[config.mk]
export PLATFORM = sky130hd
export DESIGN_NAME = mtimer_flat
export DESIGN_NICKNAME = d
export VERILOG_FILES = /design/src/rtl/mtimer_pkg.sv /design/src/rtl/mtimer_if.sv /design/src/rtl/mtimer_prescaler.sv /design/src/rtl/mtimer.sv /design/src/flat_wrapper.sv
export SDC_FILE = /design/constraint.sdc
export NUM_CORES = 1
export LEC_CHECK = 0
export ABC_AREA = 1
export CORE_UTILIZATION = 40
export CTS_BUF_LIST = sky130_fd_sc_hd__clkbuf_4 sky130_fd_sc_hd__clkbuf_8 sky130_fd_sc_hd__clkbuf_16
export CTS_CLUSTER_SIZE = 28
export DETAILED_ROUTE_END_ITERATION = 8
export DONT_BUFFER_PORTS = 1
export PLACE_DENSITY_LB_ADDON = 0.05
export SYNTH_ARGS = -nofsm -noshare
export SYNTH_HDL_FRONTEND = slang
export SYNTH_SLANG_ARGS = --single-unit
[constraint.sdc]
create_clock -name clk -period 2.7 [get_ports clk]
set_input_delay 0.135 -clock clk [delete_from_list [all_inputs] [get_ports clk]]
set_output_delay 0.135 -clock clk [all_outputs]
set_load 0.01 [all_outputs]
[src/rtl/mtimer_pkg.sv]
// Shared types and constants for the memory-mapped machine timer.
package mtimer_pkg;

  typedef enum logic [1:0] {
    MEM_OP_B = 2'b00,
    MEM_OP_H = 2'b01,
    MEM_OP_W = 2'b10
  } mem_op_e;

  localparam logic [31:0] MTIMER_BASE = 32'h1000_0000;

  // Word index within the window (adr[4:2])
  localparam logic [2:0] OFF_MTIME_LO = 3'd0;
  localparam logic [2:0] OFF_MTIME_HI = 3'd1;
  localparam logic [2:0] OFF_CMP_LO   = 3'd2;
  localparam logic [2:0] OFF_CMP_HI   = 3'd3;
  localparam logic [2:0] OFF_CTRL     = 3'd4;
  localparam logic [2:0] OFF_PRESCALE = 3'd5;
  localparam logic [2:0] OFF_SNAP_HI  = 3'd6;

  localparam int CTRL_EN_BIT = 0;

  // Misaligned halves/words are dropped rather than split across lanes.
  function automatic logic lane_ok(input logic [1:0] op, input logic [1:0] a);
    case (op)
      MEM_OP_B: lane_ok = 1'b1;
      MEM_OP_H: lane_ok = !a[0];
      MEM_OP_W: lane_ok = (a == 2'b00);
      default:  lane_ok = 1'b0;
    endcase
  endfunction

endpackage

[src/rtl/mtimer_if.sv]
// CPU data-bus slice seen by the timer: ex-stage request, registered read return.
interface mtimer_if;
  logic [31:0] adr;
  logic [1:0]  op;
  logic        we;
  logic [31:0] wdin;
  logic [31:0] rdo;
  logic        hit;

  modport master (output adr, op, we, wdin, input  rdo, hit);
  modport slave  (input  adr, op, we, wdin, output rdo, hit);
endinterface

[src/rtl/mtimer_prescaler.sv]
// Programmable divider producing the mtime increment strobe.
module mtimer_prescaler (
  input  logic        clk,
  input  logic        rst_n,
  input  logic        en,
  input  logic [31:0] prescale,
  input  logic        clr,
  output logic        tick
);
  logic [31:0] psc_cnt;

  assign tick = en && (psc_cnt == prescale);

  always_ff @(posedge clk or negedge rst_n) begin
    if (!rst_n)                   psc_cnt <= '0;
    else if (!en || clr || tick)  psc_cnt <= '0;
    else                          psc_cnt <= psc_cnt + 32'd1;
  end
endmodule

[src/rtl/mtimer.sv]
// Machine timer: 64-bit mtime/mtimecmp in a 32-byte window, level irq to clint.
module mtimer
  import mtimer_pkg::*;
#(
  parameter logic [31:0] BASE_ADDR = MTIMER_BASE,
  parameter int          CNT_WIDTH = 64
) (
  input  logic      clk,
  input  logic      rst_n,
  mtimer_if.slave   bus,
  output logic      timer_irq
);
  logic [CNT_WIDTH-1:0] mtime, mtimecmp, mtime_inc, mtime_nxt, cmp_nxt;
  logic [31:0] prescale, snap, rd_data;
  logic        en, tick, sel, wr;
  logic [2:0]  off;
  logic [1:0]  a;

  // Right-aligned write data is steered into the addressed lanes of old.
  function automatic logic [31:0] merge(input logic [31:0] old, input logic [31:0] wd,
                                        input logic [1:0] op, input logic [1:0] la,
                                        input logic valid);
    logic [31:0] r;
    r = old;
    if (valid) begin
      case (op)
        MEM_OP_B: r[{la, 3'b000} +: 8]     = wd[7:0];
        MEM_OP_H: r[{la[1], 4'b0000} +: 16] = wd[15:0];
        MEM_OP_W: r = wd;
        default:  r = old;
      endcase
    end
    return r;
  endfunction

  assign sel = (bus.adr[31:5] == BASE_ADDR[31:5]);
  assign off = bus.adr[4:2];
  assign a   = bus.adr[1:0];
  assign wr  = sel && bus.we && lane_ok(bus.op, a);

  mtimer_prescaler u_psc (
    .clk      (clk),
    .rst_n    (rst_n),
    .en       (en),
    .prescale (prescale),
    .clr      (wr && off == OFF_PRESCALE),
    .tick     (tick)
  );

  // Merging onto the incremented value lets a write win only on the lanes it touches.
  assign mtime_inc = tick ? mtime + CNT_WIDTH'(1) : mtime;
  assign mtime_nxt = {merge(mtime_inc[63:32], bus.wdin, bus.op, a, wr && off == OFF_MTIME_HI),
                      merge(mtime_inc[31:0],  bus.wdin, bus.op, a, wr && off == OFF_MTIME_LO)};
  assign cmp_nxt   = {merge(mtimecmp[63:32], bus.wdin, bus.op, a, wr && off == OFF_CMP_HI),
                      merge(mtimecmp[31:0],  bus.wdin, bus.op, a, wr && off == OFF_CMP_LO)};

  always_comb begin
    rd_data = 32'h0;
    case (off)
      OFF_MTIME_LO: rd_data = mtime[31:0];
      OFF_MTIME_HI: rd_data = mtime[63:32];
      OFF_CMP_LO:   rd_data = mtimecmp[31:0];
      OFF_CMP_HI:   rd_data = mtimecmp[63:32];
      OFF_CTRL:     rd_data = 32'(en);
      OFF_PRESCALE: rd_data = prescale;
      OFF_SNAP_HI:  rd_data = snap;
      default:      rd_data = 32'h0;
    endcase
  end

  always_ff @(posedge clk or negedge rst_n) begin
    if (!rst_n) begin
      mtime     <= '0;
      mtimecmp  <= '1;
      en        <= 1'b0;
      prescale  <= '0;
      snap      <= '0;
      bus.rdo   <= '0;
      bus.hit   <= 1'b0;
      timer_irq <= 1'b0;
    end else begin
      mtime    <= mtime_nxt;
      mtimecmp <= cmp_nxt;
      prescale <= merge(prescale, bus.wdin, bus.op, a, wr && off == OFF_PRESCALE);
      // Only EN is stored; any accepted write covering lane 0 starts at adr[1:0]==0.
      if (wr && off == OFF_CTRL && a == 2'b00) en <= bus.wdin[CTRL_EN_BIT];
      // Latch the high half alongside a low read so 64-bit reads are coherent.
      if (sel && !bus.we && off == OFF_MTIME_LO) snap <= mtime[63:32];
      bus.rdo   <= sel ? rd_data : 32'h0;
      bus.hit   <= sel;
      timer_irq <= en && (mtime >= mtimecmp);
    end
  end
endmodule

[src/flat_wrapper.sv]
// flat-port wrapper written by rule: the top's interface ports become plain ports
module mtimer_flat import mtimer_pkg::*;
#(
  parameter logic [31:0] BASE_ADDR = MTIMER_BASE,
  parameter int          CNT_WIDTH = 64
)
  (clk, rst_n, timer_irq, bus_adr, bus_op, bus_we, bus_wdin, bus_rdo, bus_hit);
  mtimer_if bus_i ();
  input  logic clk;
  input  logic rst_n;
  output logic timer_irq;
  input wire logic [$bits(bus_i.adr)-1:0] bus_adr;
  input wire logic [$bits(bus_i.op)-1:0] bus_op;
  input wire logic [$bits(bus_i.we)-1:0] bus_we;
  input wire logic [$bits(bus_i.wdin)-1:0] bus_wdin;
  output wire logic [$bits(bus_i.rdo)-1:0] bus_rdo;
  output wire logic [$bits(bus_i.hit)-1:0] bus_hit;
  assign bus_i.adr = bus_adr;
  assign bus_i.op = bus_op;
  assign bus_i.we = bus_we;
  assign bus_i.wdin = bus_wdin;
  assign bus_rdo = bus_i.rdo;
  assign bus_hit = bus_i.hit;
  mtimer #(.BASE_ADDR(BASE_ADDR), .CNT_WIDTH(CNT_WIDTH)) u_core (.clk(clk), .rst_n(rst_n), .bus(bus_i), .timer_irq(timer_irq));
endmodule
==> flow_summary.yaml, run 1 <==
run_status:
  status: "finished, violations left"
  violations: "hold timing"
power_and_ir_drop:
  powerDensity_nw_per_um2: 440.1
  power_mw: 10.10
  max-vdd-ir-drop_mv: 0.4765
  cellLeakagePower_nw: 11.14
clocking:
  path_clk_slew_ns: 0.06
  cts_tree: "done"
  clock_sinks: 259
  cts_buffers: 34
  clkLatencyLatePin_ns: 0.58
  postCtsHoldBufs: 22
  ctsLongestPathBuffers: 3
  h-tree-depth: 2
  root_buffer: "clkbuf_16"
timing:
  setup_slack_ns: 0.1061
  fmaxAchievable_ghz: 0.3855
  finClkSkew_ns: 0.03248
  whs_ns: -0.7214
  slew_viol_final: 0
  slew_headroom_pct: 25.82
  setup_viol: 0
  tightest_slew_ns: 1.109
  hold_violations: 259
  finalCritPeriodShare_pct: 96.07
  setup_tns_ns: 0
  period_minus_slack_ns: 2.594
global_routing:
  grt_max_degree: 260
  grt_pass1_wl_microns: 154700
  gr-total-overflow: 0
  antenna_found_initial: 5
  grt_pass1_vias: 21470
  grt.total_usage_pct: 43.52
placement:
  io_buffers: 0
  placed_area_sq_um: 21410
  dp_cells: 3613
  pre_cts_slack_ns: 0.03414
  gp_congestion: 1.063
  dpl.hpwl_microns: 83250
cells_and_area:
  drive_gt1_share_pct: 12.45
  multi_input_area_sq_um: 11300
  seq_area_sq_um: 6566
  area_delta_synth_final_pct: 16.47
  finalNonFillerCells: 3704
  utilization_pct: 47.68
  design_area_sq_um: 22960
  nFillCells: 4966
  final_nets: 3162
logic_synthesis:
  syn_avg_cell_area_sq_um: 6.816
  yosysWarningCount: 0
  syn-cell-area_sq_um: 19710
  yosysSeqAreaShare_pct: 33.29
  synth_edf_count: 0
  ys.flop_type: "dfrtp_1"
  async_flop_share_pct: 100.0
  ys_types: 58
  synthCells: 2892
  synth_nets: 3035
  synth-seq-cells: 259
setup_path:
  worst-setup-path-type: "reg2reg"
  crit_path_start_kind: "register"
  end_kind: "register"
  cp.arrival_ns: 3.04
  cp_data_required_time_ns: 3.15
  path_max_fanout: 6
die:
  dieArea_sq_um: 50170
  die_h_microns: 224.0
  coreArea_sq_um: 48150
  pin_count: 103
  die_x_microns: 224.0
  num_rows: 80
  start_util_pct: 40.94
route:
  firstDrtPassIters: 6
  drcViolationCount: 0
  wire_per_inst_microns: 29.60
  via_count: 22500
  via_per_inst: 6.074
  drt_iter0_drc: 3053
  drt_wl_total_microns: 109700
  drtAntennaViolNets: 0
worst_hold_path:
  min_path_type: "in2async"
flow_run:
  drv_cap: 0
layout by cell type (no fill, tap or decap), types with 7 or more instances in the layout:
cell type        n
buf_12           9
nand4_1         56
clkbuf_16       35
dfrtp_1        191
o31a_1          17
nor2_1         300
mux2i_1         66
inv_1          355
o22ai_1         62
ha_1            72
nor2_4           7
o21ai_0        214
dlygate4sd3_1   21
inv_2           16
o221ai_1         8
nor2_2           9
nand2_1        735
a211oi_1         7
a21oi_1        220
xor2_1          45
o211ai_1         7
dfstp_2         64
o21ai_1         10
a2111oi_0       10
nor3_1          76
clkbuf_4         8
buf_4          161
nor4_1          21
nand2_2         14
xnor2_1          8
nand3_1        126
cell usage after synthesis, drive strengths merged (7+ instances only):
| cell type | number | share of area, % |
|---|---|---|
| mux2i | 66 | 3.4 |
| o211ai | 7 | 0.27 |
| a2111oi | 12 | 0.53 |
| inv | 372 | 7.1 |
| o21ai | 226 | 5.7 |
| nor2 | 317 | 6.5 |
| buf | 33 | 1.2 |
| nor3 | 85 | 2.4 |
| xnor2 | 9 | 0.40 |
| clkbuf | 67 | 1.3 |
| o22ai | 62 | 2.0 |
| nand2 | 751 | 15 |
| o221ai | 8 | 0.36 |
| dfstp | 64 | 8.5 |
| xor2 | 45 | 2.0 |
| a21oi | 220 | 5.6 |
| ha | 74 | 4.7 |
| nor4 | 22 | 0.73 |
| dfrtp | 195 | 25 |
| o31a | 17 | 0.76 |
| a211oi | 7 | 0.27 |
| nand4 | 56 | 1.8 |
| nand3 | 130 | 3.4 |
layout make-up:
| class | count | share of cell area [%] |
|---|---|---|
| inverters | 377 | 6.164 |
| clock buffers | 47 | 4.317 |
| diodes | 3 | 0.03270 |
| multi-input cells | 2156 | 49.23 |
| repair buffers | 191 | 6.965 |
| clock inverters | 15 | 1.112 |
| well taps | 656 | 3.575 |
| flip-flops and latches | 259 | 28.60 |
logic make-up after synthesis:
kind of cell               Yosys count  share of synthesized area [%]
AOI/OAI and AO/OA                  579                          16.28
xor gates and xnor gates            54                          2.399
DFF                                259                          33.29
buffers and inverters              477                          9.629
adders and majority gates           74                          4.697
muxes                               72                          3.694
and+or+nand+nor                   1377                          30.02
worst max-delay path, stage by stage (launching register included):
cell	delay, ns
dfrtp_1	0.49
nand2_1	0.26
nor2_1	0.32
nand2_1	0.09
nor3_1	0.49
nand4_1	0.26
buf_4	0.22
nand3b_1	0.15
o211ai_1	0.10
nand2_1	0.08
worst paths after layout:
| check | startpoint | end | slack (ns) | depth (start not counted) |
|---|---|---|---|---|
| hold / removal | rst_n | u_core.bus.hit | -0.72 | 0 |
| setup / recovery | u_core.mtime[22] | u_core.mtime[53] | 0.11 | 9 |
| min in group clk | bus_adr[1] | register | 0.01 | 4 |
| setup reg to reg | u_core.mtime[22] | u_core.mtime[53] | 0.11 | 9 |
| max in group asynchronous | rst_n | u_core.mtime[2] | 2.71 | 0 |
| hold reg to reg | u_core.snap[16] | u_core.snap[16] | 0.48 | 2 |
power by group:
group          switching [mW]  total (mW)  internal [mW]
combinational           0.753        1.03          0.275
clock                    2.02        5.19           3.17
sequential       0.0000000375        3.89           3.89
per-layer routing:
layer | GRT usage [%] | up-vias | share of wire, %
met2 | 65.03 | 1482 | 42
met5 | 0 | - | 0.011
met4 | 28.57 | 2 | 7.5
li1 | - | 9835 | -
met1 | 56.18 | 10840 | 40
met3 | 9.982 | 341 | 10
repair_timing:
action	in CTS	in global routing
hold endpoints to repair	305	259
endpoints found under the setup margin	0	18
buffers inserted	0	4
gates resized for setup	0	9
Power figures use the tool's default switching activity.
==> run 2, diff against run 1 <==
--- a/config.mk
+++ b/config.mk
@@ -11,7 +11,7 @@
 export CTS_CLUSTER_SIZE = 28
 export DETAILED_ROUTE_END_ITERATION = 8
 export DONT_BUFFER_PORTS = 1
-export PLACE_DENSITY_LB_ADDON = 0.05
+export SLEW_MARGIN = 20
 export SYNTH_ARGS = -nofsm -noshare
 export SYNTH_HDL_FRONTEND = slang
 export SYNTH_SLANG_ARGS = --single-unit
==> flow_summary.yaml, run 2 (synthesized netlist as in run 1, its figures left out) <==
route:
  via_count: 22700
  via_per_inst: 6.078
  drt_iter0_drc: 3260
  wire_per_inst_microns: 29.82
  drtAntennaViolNets: 0
  firstDrtPassIters: 6
  drt_wl_total_microns: 111400
  drcViolationCount: 0
cells_and_area:
  utilization_pct: 48.15
  seq_area_sq_um: 6563
  layout_commonest_cell: "nand2_1"
  drive_gt1_share_pct: 13.29
  final_nets: 3194
  multi_input_area_sq_um: 11310
  nFillCells: 4986
  area_delta_synth_final_pct: 17.62
  final_cell_mix: "735 x nand2_1, 356 x inv_1, 298 x nor2_1"
setup_path:
  cp.depth: 12
  crit_path_start_kind: "register"
  r2r-end: "u_core.timer_irq"
  path_cells: "inv_1, ha_1, nand2_1, inv_1, nand3_1, nor3_1, and2_1, and3_2, nand4_1, nand3_1, nand2_1, inv_1"
  cp_data_required_time_ns: 3.22
  ff2ff_setup_slack_ns: -0.02
  critPathCapture: "u_core.timer_irq"
  reg2regPathDepth: 12
  critPathMaxStageDelay_ns: 0.53
  crit_slowest_cell: "dfstp_2"
  cp_num_buf_inv: 3
  cpMostUsedCell: "inv_1"
  end_kind: "register"
  path_max_fanout: 3
  worst-setup-path-type: "reg2reg"
  cp.arrival_ns: 3.24
  critical-path-top-delay-family: "simple AND/OR/NAND/NOR gates"
clocking:
  cts_tree: "done"
  clock_sinks: 259
  root_buffer: "clkbuf_16"
  cts_buffers: 34
  h-tree-depth: 2
  ctsLongestPathBuffers: 3
  path_clk_slew_ns: 0.06
  postCtsHoldBufs: 23
  clkLatencyLatePin_ns: 0.58
global_routing:
  grt_pass1_vias: 21340
  antenna_found_initial: 4
  grt_pass1_wl_microns: 156300
  grt.total_usage_pct: 44.12
  gr-total-overflow: 0
  grt_max_degree: 260
flow_run:
  drv_cap: 0
timing:
  hold_violations: 238
  finClkSkew_ns: 0.02962
  period_minus_slack_ns: 2.718
  setup_slack_ns: -0.01817
  setup_viol: 1
  finalCritPeriodShare_pct: 100.7
  whs_ns: -0.7216
  fmaxAchievable_ghz: 0.3679
  slew_headroom_pct: 18.28
  rsz0062_at_grt: "no"
  setup_tns_ns: -0.01817
  tightest_slew_ns: 1.226
  slew_viol_final: 0
power_and_ir_drop:
  pwr-share-comb_pct: 10.6
  powerDensity_nw_per_um2: 418.8
  seqPwrFrac_pct: 40.0
  cellLeakagePower_nw: 11.32
  switching_power_mw: 2.764
  p_int_mw: 6.946
  clkPwrFrac_pct: 49.3
  max-vdd-ir-drop_mv: 0.4173
  p_sw_share_pct: 28.47
worst_hold_path:
  min_path_type: "in2async"
die:
  die_x_microns: 224.0
  num_rows: 80
  start_util_pct: 40.94
  dieArea_sq_um: 50170
  die_h_microns: 224.0
  coreArea_sq_um: 48150
  pin_count: 103
run_status:
  violations: "hold timing, setup timing"
  status: "finished, violations left"
placement:
  gp_congestion: 1.079
  dpl.hpwl_microns: 85480
  io_buffers: 0
-- run 2: worst min-delay path by stage --
| stage | startpoint | end | slack, ns |
|---|---|---|---|
| floorplan | rst_n | asynchronous set/reset pin | -0.16 |
| global placement | rst_n | u_core.bus.hit | -0.15 |
| detailed placement | rst_n | u_core.bus.hit | -0.15 |
| CTS | rst_n | u_core.mtime[16] | -0.73 |
| global route | rst_n | u_core.bus.hit | -0.73 |
| finish | rst_n | u_core.bus.hit | -0.72 |
-- run 2: metrics by stage --
stage | cells | total power, mW | hold WS, ns | instance area, sq um | worst slack (ns)
floorplan | 2892 | 4.454 | -0.1606 | 19710 | 0.1381
global placement | 3644 | 4.878 | -0.1548 | 21730 | -0.3709
detailed placement | 3644 | 4.879 | -0.1540 | 21730 | -0.3700
CTS | 3729 | 9.672 | -0.7350 | 23130 | 0.003537
global route | 3733 | 9.868 | -0.7289 | 23180 | 0.0004261
finish | 3735 | 9.710 | -0.7216 | 23180 | -0.01817
-- run 2: what timing repair did --
item                                    4_1_cts  5_1_grt
pin swaps                                     0        2
setup buffers                                 0        4
hold endpoints to repair                    311      259
gates cloned                                  0        0
gates resized for setup                       4        6
endpoints found under the setup margin        4       10
-- run 2: area by class of cell --
type / count / area share, %
well taps: 656 / 3.540
inverters: 377 / 6.104
multi-input cells: 2156 / 48.79
clock inverters: 10 / 0.4317
flip-flops and latches: 259 / 28.31
clock buffers: 52 / 4.490
diodes: 2 / 0.02159
repair buffers: 223 / 8.322
-- run 2: layer usage --
| layer | share of wire, % | track usage (%) | up-vias |
|---|---|---|---|
| met5 | 0.031 | 0 | - |
| met4 | 7.2 | 27.29 | 4 |
| met3 | 10 | 9.798 | 352 |
| met2 | 42 | 65.94 | 1487 |
| met1 | 40 | 57.78 | 10970 |
| li1 | - | - | 9884 |
-- run 2: power by group through the flow --
stage	logic (mW)	registers [mW]	clock network, mW
finish	1.03	3.89	4.79
global route	1.06	3.89	4.92
CTS	0.982	3.89	4.80
detailed placement	0.925	3.95	0
global placement	0.924	3.95	0
floorplan	0.499	3.95	0
